**src/rtl/pipe_ctrl_pkg.sv**
```systemverilog
`default_nettype none
// ============================================================================
// Module      : pipe_ctrl_pkg
// Description : Shared types and defaults for the pipeline stall/flush
//               sequencer and its helpers.
//               state_e       - sequencer state encoding
//               DRAIN_CYC_DEF - cycles for HLT to reach retirement from ID/EX
// Revision    : 1.0 - initial release
// ============================================================================
package pipe_ctrl_pkg;

  typedef enum logic [1:0] {
    RUN    = 2'd0,
    IMISS  = 2'd1,
    DRAIN  = 2'd2,
    HALTED = 2'd3
  } state_e;

  localparam int DRAIN_CYC_DEF = 3;

endpackage : pipe_ctrl_pkg
`default_nettype wire

```
**src/rtl/hazard_detect.sv**
```systemverilog
`default_nettype none
// ============================================================================
// Module      : hazard_detect
// Description : Purely combinational load-use hazard compare. Flags when the
//               instruction in ID reads a register that a load in EX is
//               about to write. R0 is hard-wired zero and never hazards.
// Ports       : ex_memread, ex_rd       - load in EX and its destination
//               id_rs/id_rt, id_use_*   - ID sources and their read flags
//               lu_haz                  - load-use hazard present
// Revision    : 1.0 - initial release
// ============================================================================
module hazard_detect #(
  parameter int REG_AW = 4
) (
  input  logic              ex_memread,
  input  logic [REG_AW-1:0] ex_rd,
  input  logic [REG_AW-1:0] id_rs,
  input  logic [REG_AW-1:0] id_rt,
  input  logic              id_use_rs,
  input  logic              id_use_rt,
  output logic              lu_haz
);

  logic rs_match;
  logic rt_match;

  assign rs_match = id_use_rs && (id_rs == ex_rd);
  assign rt_match = id_use_rt && (id_rt == ex_rd);
  assign lu_haz   = ex_memread && (ex_rd != '0) && (rs_match || rt_match);

endmodule : hazard_detect
`default_nettype wire

```
**src/rtl/pipeline_hazard_ctrl.sv**
```systemverilog
`default_nettype none
// ============================================================================
// Module      : pipeline_hazard_ctrl
// Description : Central stall/flush sequencer for the 5-stage pipeline.
//               Drives PC, IF/ID, ID/EX and EX/MEM enables and flush/bubble
//               controls for load-use, redirect, I/D-memory stalls and HLT
//               drain. Outputs are combinational (zero-cycle latency).
// Ports       : clk, rst (async, active-low)
//               id_rs, id_rt, id_use_rs, id_use_rt, ex_memread, ex_rd
//               id_br_taken, id_halt, imem_stall, dmem_stall
//               pc_en, ifid_en, ifid_flush, idex_en, idex_bubble, exmem_en
//               halted (sticky until reset)
// Option      : HAZARD_PERF_CNT_EN adds saturating counters lu_stall_cnt,
//               imiss_cnt, dmiss_cnt (CNT_W bits each).
// Revision    : 1.0 - initial release
// ============================================================================
module pipeline_hazard_ctrl
  import pipe_ctrl_pkg::*;
#(
  parameter int REG_AW    = 4,
  parameter int DRAIN_CYC = DRAIN_CYC_DEF,
  parameter int CNT_W     = 16
) (
  input  logic              clk,
  input  logic              rst,
  input  logic [REG_AW-1:0] id_rs,
  input  logic [REG_AW-1:0] id_rt,
  input  logic              id_use_rs,
  input  logic              id_use_rt,
  input  logic              ex_memread,
  input  logic [REG_AW-1:0] ex_rd,
  input  logic              id_br_taken,
  input  logic              id_halt,
  input  logic              imem_stall,
  input  logic              dmem_stall,
`ifdef HAZARD_PERF_CNT_EN
  output logic [CNT_W-1:0]  lu_stall_cnt,
  output logic [CNT_W-1:0]  imiss_cnt,
  output logic [CNT_W-1:0]  dmiss_cnt,
`endif
  output logic              pc_en,
  output logic              ifid_en,
  output logic              ifid_flush,
  output logic              idex_en,
  output logic              idex_bubble,
  output logic              exmem_en,
  output logic              halted
);

  localparam int DCW = (DRAIN_CYC > 1) ? $clog2(DRAIN_CYC) : 1;
  localparam logic [DCW-1:0] DRAIN_LOAD = DCW'(DRAIN_CYC - 1);

  state_e         state_q, state_d;
  logic           redir_pend_q, redir_pend_d;
  logic [DCW-1:0] drain_cnt_q, drain_cnt_d;
  logic           lu_haz;

  // Decoded controls before reset gating; flops never see rst as data.
  logic dec_pc_en, dec_ifid_en, dec_ifid_flush;
  logic dec_idex_en, dec_idex_bubble, dec_exmem_en;

  hazard_detect #(.REG_AW(REG_AW)) u_hazard_detect (
    .ex_memread (ex_memread),
    .ex_rd      (ex_rd),
    .id_rs      (id_rs),
    .id_rt      (id_rt),
    .id_use_rs  (id_use_rs),
    .id_use_rt  (id_use_rt),
    .lu_haz     (lu_haz)
  );

  always_comb begin
    dec_pc_en       = 1'b0;
    dec_ifid_en     = 1'b0;
    dec_ifid_flush  = 1'b0;
    dec_idex_en     = 1'b0;
    dec_idex_bubble = 1'b0;
    dec_exmem_en    = 1'b0;
    state_d         = state_q;
    redir_pend_d    = redir_pend_q;
    drain_cnt_d     = drain_cnt_q;

    if (!dmem_stall) begin
      case (state_q)
        HALTED: ;
        DRAIN: begin
          // Bubbles behind the HLT while it walks to WB.
          dec_ifid_en     = 1'b1;
          dec_ifid_flush  = 1'b1;
          dec_idex_en     = 1'b1;
          dec_idex_bubble = 1'b1;
          dec_exmem_en    = 1'b1;
          if (drain_cnt_q == '0) state_d = HALTED;
          else                   drain_cnt_d = drain_cnt_q - 1'b1;
        end
        default: begin  // RUN / IMISS
          if (lu_haz) begin
            // One-cycle bubble; branch/halt re-evaluate next cycle.
            dec_idex_en     = 1'b1;
            dec_idex_bubble = 1'b1;
            dec_exmem_en    = 1'b1;
          end else if ((state_q == IMISS) && imem_stall) begin
            // Fetch still outstanding: hold PC, NOP into IF/ID.
            dec_ifid_en    = 1'b1;
            dec_ifid_flush = 1'b1;
            dec_idex_en    = 1'b1;
            dec_exmem_en   = 1'b1;
          end else begin
            if (state_q == IMISS) redir_pend_d = 1'b0;
            state_d = RUN;
            if (id_halt) begin
              dec_ifid_en    = 1'b1;
              dec_ifid_flush = 1'b1;
              dec_idex_en    = 1'b1;
              dec_exmem_en   = 1'b1;
              state_d        = DRAIN;
              drain_cnt_d    = DRAIN_LOAD;
            end else if (id_br_taken) begin
              // Target loads into PC; the wrong-path fetch is killed.
              dec_pc_en      = 1'b1;
              dec_ifid_en    = 1'b1;
              dec_ifid_flush = 1'b1;
              dec_idex_en    = 1'b1;
              dec_exmem_en   = 1'b1;
              if (imem_stall) begin
                redir_pend_d = 1'b1;
                state_d      = IMISS;
              end
            end else if (imem_stall) begin
              dec_ifid_en    = 1'b1;
              dec_ifid_flush = 1'b1;
              dec_idex_en    = 1'b1;
              dec_exmem_en   = 1'b1;
              state_d        = IMISS;
            end else begin
              dec_pc_en    = 1'b1;
              dec_ifid_en  = 1'b1;
              dec_idex_en  = 1'b1;
              dec_exmem_en = 1'b1;
            end
          end
        end
      endcase
    end
  end

  always_ff @(posedge clk or negedge rst) begin
    if (!rst) begin
      state_q      <= RUN;
      redir_pend_q <= 1'b0;
      drain_cnt_q  <= '0;
    end else begin
      state_q      <= state_d;
      redir_pend_q <= redir_pend_d;
      drain_cnt_q  <= drain_cnt_d;
    end
  end

  // All pipeline writes are suppressed while reset is held.
  assign pc_en       = rst && dec_pc_en;
  assign ifid_en     = rst && dec_ifid_en;
  assign ifid_flush  = rst && dec_ifid_flush;
  assign idex_en     = rst && dec_idex_en;
  assign idex_bubble = rst && dec_idex_bubble;
  assign exmem_en    = rst && dec_exmem_en;
  assign halted      = (state_q == HALTED);

  // A pending redirect only exists while the refetch is outstanding.
  a_redir_in_imiss: assert property (@(posedge clk) disable iff (!rst)
    redir_pend_q |-> (state_q == IMISS));

`ifdef HAZARD_PERF_CNT_EN
  logic             lu_act, imiss_act, dmiss_act;
  logic [CNT_W-1:0] lu_cnt_q, lu_cnt_d;
  logic [CNT_W-1:0] imiss_cnt_q, imiss_cnt_d;
  logic [CNT_W-1:0] dmiss_cnt_q, dmiss_cnt_d;

  // Stall conditions as actually applied after priority.
  assign lu_act    = !dmem_stall && lu_haz &&
                     ((state_q == RUN) || (state_q == IMISS));
  assign imiss_act = !dmem_stall && !lu_haz && imem_stall &&
                     ((state_q == IMISS) ||
                      ((state_q == RUN) && !id_halt && !id_br_taken));
  assign dmiss_act = dmem_stall && (state_q != HALTED);

  always_comb begin
    lu_cnt_d    = lu_cnt_q;
    imiss_cnt_d = imiss_cnt_q;
    dmiss_cnt_d = dmiss_cnt_q;
    if (state_q != HALTED) begin
      if (lu_act    && !(&lu_cnt_q))    lu_cnt_d    = lu_cnt_q + 1'b1;
      if (imiss_act && !(&imiss_cnt_q)) imiss_cnt_d = imiss_cnt_q + 1'b1;
      if (dmiss_act && !(&dmiss_cnt_q)) dmiss_cnt_d = dmiss_cnt_q + 1'b1;
    end
  end

  always_ff @(posedge clk or negedge rst) begin
    if (!rst) begin
      lu_cnt_q    <= '0;
      imiss_cnt_q <= '0;
      dmiss_cnt_q <= '0;
    end else begin
      lu_cnt_q    <= lu_cnt_d;
      imiss_cnt_q <= imiss_cnt_d;
      dmiss_cnt_q <= dmiss_cnt_d;
    end
  end

  assign lu_stall_cnt = lu_cnt_q;
  assign imiss_cnt    = imiss_cnt_q;
  assign dmiss_cnt    = dmiss_cnt_q;
`endif

endmodule : pipeline_hazard_ctrl
`default_nettype wire

```
**config.mk**
```make
export PLATFORM = sky130hd
export DESIGN_NAME = pipeline_hazard_ctrl
export DESIGN_NICKNAME = d
export VERILOG_FILES = /design/src/rtl/pipe_ctrl_pkg.sv /design/src/rtl/hazard_detect.sv /design/src/rtl/pipeline_hazard_ctrl.sv
export SDC_FILE = /design/constraint.sdc
export NUM_CORES = 1
export LEC_CHECK = 0
export CORE_MARGIN = 4
export CORE_UTILIZATION = 33
export DETAILED_ROUTE_END_ITERATION = 8
export GPL_ROUTABILITY_DRIVEN = 0
export GPL_TIMING_DRIVEN = 0
export HOLD_SLACK_MARGIN = 0.06
export PLACE_DENSITY = 0.84
export SLEW_MARGIN = 20
export SYNTH_ARGS = -nofsm -noshare
export SYNTH_HDL_FRONTEND = slang
export SYNTH_SLANG_ARGS = --single-unit
```
**constraint.sdc**
```tcl
create_clock -name clk -period 1.9 [get_ports clk]
set_input_delay 0.57 -clock clk [delete_from_list [all_inputs] [get_ports clk]]
set_output_delay 0.57 -clock clk [all_outputs]
set_load 0.01 [all_outputs]
```
==> qor.yml <==
grt:
  antenna_found_initial: 0
  grt_pass1_wl_mm: 2.53
  overflow: 0
  grt_max_degree: 11
  grt_pass1_vias: 596
  grtUsageTotal_pct: 16.6
power:
  vdd.ir_drop.worst_mv: 0.178
  p_total_mw: 0.457
  p_int_mw: 0.302
  switching_share_pct: 33.9
  p_comb_share_pct: 52.7
  pwr-share-clk_pct: 23.7
  p_seq_share_pct: 23.7
  power.switching_mw: 0.155
  pwr_density_cell_nw_per_um2: 520
  leakage_nw: 0.396
run_status:
  failed_checks: "setup timing"
  status: "finished with violations"
synth:
  synth_nets: 84
  synth.avg_cell_area_um2: 8.21
  synth_edf_count: 0
  ys_warn_count: 0
  syn_inst: 62
  synthArstFlopShare_pct: 100
  netlist_area_um2: 509
  ys_seq_area_share_pct: 19.7
  synth_ff_type: "dfrtp_1"
  ys_ff_latch: 4
  synth.distinct_cells: 33
final_layout:
  area_growth_syn_to_layout_pct: 72.7
  n_antenna_cell: 0
  drive_above_1_share_pct: 45.9
  final_common_cell: "buf_2"
  layout.nets: 122
  final_cell_mix: "11 x buf_2, 9 x buf_6, 6 x buf_4, 6 x dlygate4sd2_1, 5 x xor2_1"
floorplan:
  die_width_um: 47.3
  ios: 28
  dieArea_um2: 2240
  fp.dieH_um: 47.3
  core-area_um2: 1380
  initial_utilization_pct: 36.8
  rows: 13
clock_tree:
  cts_hold_buffers: 0
  cts_max_level: 1
  cts.sinks: 4
  cts_tree: "built"
  max-clock-path-buffers: 2
  cts_root_buf: "clkbuf_4"
  path_clk_slew_ps: 40
  clock_latency_ps: 240
  cts_buffers: 3
sta:
  finalSetupViolCount: 4
  max_freq_ghz: 0.448
  fin_ws_ps: -331
  fin_crit_sh_pct: 117
  fin_crit_ps: 2230
  worst_pin_slew_ps: 319
  slew_viol_final: 0
  fin_skew_ps: 2.19
  rsz0062_at_grt: "true"
  hold_viol: 0
  slew_headroom_pct: 78.7
drt:
  routed_via_density: 5.27
  vias: 595
  wire_per_inst_um: 13.7
  firstDrtPassIters: 4
  first_iter_violations: 10
  drc: 0
  routed_wl_mm: 1.55
  ant_nets: 0
worst_setup_path:
  crit_path_top_delay_cell: "o41a_1"
  cp_max_fo: 4
  ff2ff_setup_slack_ps: 480
  worstPathCellList: "buf_8 > o41a_1 > nand4_2 > nand2_2 > nor3_2 > buf_2"
  arrival_ps: 1660
  cp_data_required_time_ps: 1330
  start_kind: "primary input"
  path_class: "in -> out"
  max_stage_delay_ps: 460
  endpoint_kind: "primary output"
run:
  cap_violations: 0
placement:
  dp_hpwl_mm: 1.15
  post-place-ws_ps: -1160
  port_buffers: 27
min_path:
  hold_path.class: "in -> async"
## per-layer routing
layer / up-vias / share of wire (%) / global-route usage (%)
li1: 300 / - / -
met1: 261 / 40 / 18.5
met2: 29 / 51 / 27.8
met3: 5 / 7.0 / 3.07
met4: 0 / 2.6 / 11.6
met5: - / 0 / 0
## flip-flops by register name, summed over array words and instances, names as in the netlist
name         flops
drain_cnt_q      2
state_q          2
## worst max-delay path, delay by kind of cell
| family | cells | cell delay [ps] |
|---|---|---|
| AOI/OAI and AO/OA | 1 | 460 |
| and+or+nand+nor | 3 | 380 |
| buffers and inverters | 2 | 250 |
## power groups by stage
stage	clock [mW]	sequential, mW	combinational (mW)
3_3_place_gp	0	0.108	0.213
2_1_floorplan	0	0.105	0.123
6_report	0.108	0.108	0.241
3_5_place_dp	0	0.109	0.217
5_1_grt	0.124	0.110	0.261
4_1_cts	0.112	0.108	0.218
## stage by stage
step	TNS (ps)	util, %	hold WS [ps]	cells	area (um^2)
finish	-1260	63.6	147	113	880
global route	-1570	63.6	132	113	880
CTS	-1570	60.7	146	111	840
detailed placement	-7420	58.9	555	104	815
global placement	-7140	58.9	547	104	815
floorplan	-300	-	274	62	526
## path summary, 6_finish.rpt
kind / start / endpoint / cells past startpoint
setup / recovery: ex_rd[2] / pc_en / 6
hold / removal: rst / state_q[1]$_DFFE_PN0P_ / 1
setup reg to reg: drain_cnt_q[0]$_DFFE_PN0P_ / drain_cnt_q[1]$_DFFE_PN0P_ / 7
hold reg to reg: drain_cnt_q[1]$_DFFE_PN0P_ / drain_cnt_q[1]$_DFFE_PN0P_ / 1
max in group asynchronous: rst / drain_cnt_q[1]$_DFFE_PN0P_ / 1
min in group clk: dmem_stall / state_q[1]$_DFFE_PN0P_ / 2
## cells by family (layout without fill, tap and decap cells)
group | Yosys count | count (layout) | share of synthesized area, %
adders and majority gates | 1 | 1 | 2.46
and+or+nand+nor | 24 | 24 | 30.7
xor gates and xnor gates | 8 | 8 | 13.8
DFF | 4 | 4 | 19.7
buffers and inverters | 7 | 43 | 6.14
AOI/OAI and AO/OA | 18 | 18 | 27.3
## cell usage after synthesis (3+ instances only)
library cell	n	area, um^2
a21oi_1	3	15.0
nand2b_1	4	25.0
nand2_1	4	15.0
o31ai_1	3	22.5
xor2_1	6	52.6
nor2_1	3	11.3
dfrtp_1	4	100
inv_1	4	15.0
## area by class of cell
cell class | count | area, um^2
fillers | 127 | 503
multi-input cells | 51 | 422
repair buffers | 33 | 268
flip-flops and latches | 4 | 100
plain buffers | 3 | 33.8
clock buffers | 3 | 22.5
well taps | 15 | 18.8
inverters | 4 | 15.0
## repair_timing
action                                  CTS  global route
endpoints found under the hold margin     0             0
setup buffers                             4             2
endpoints found under the setup margin   11             7
resized for setup                        89            12
pin swaps                                20             4
Note: power is estimated with default switching activity, not from simulation.
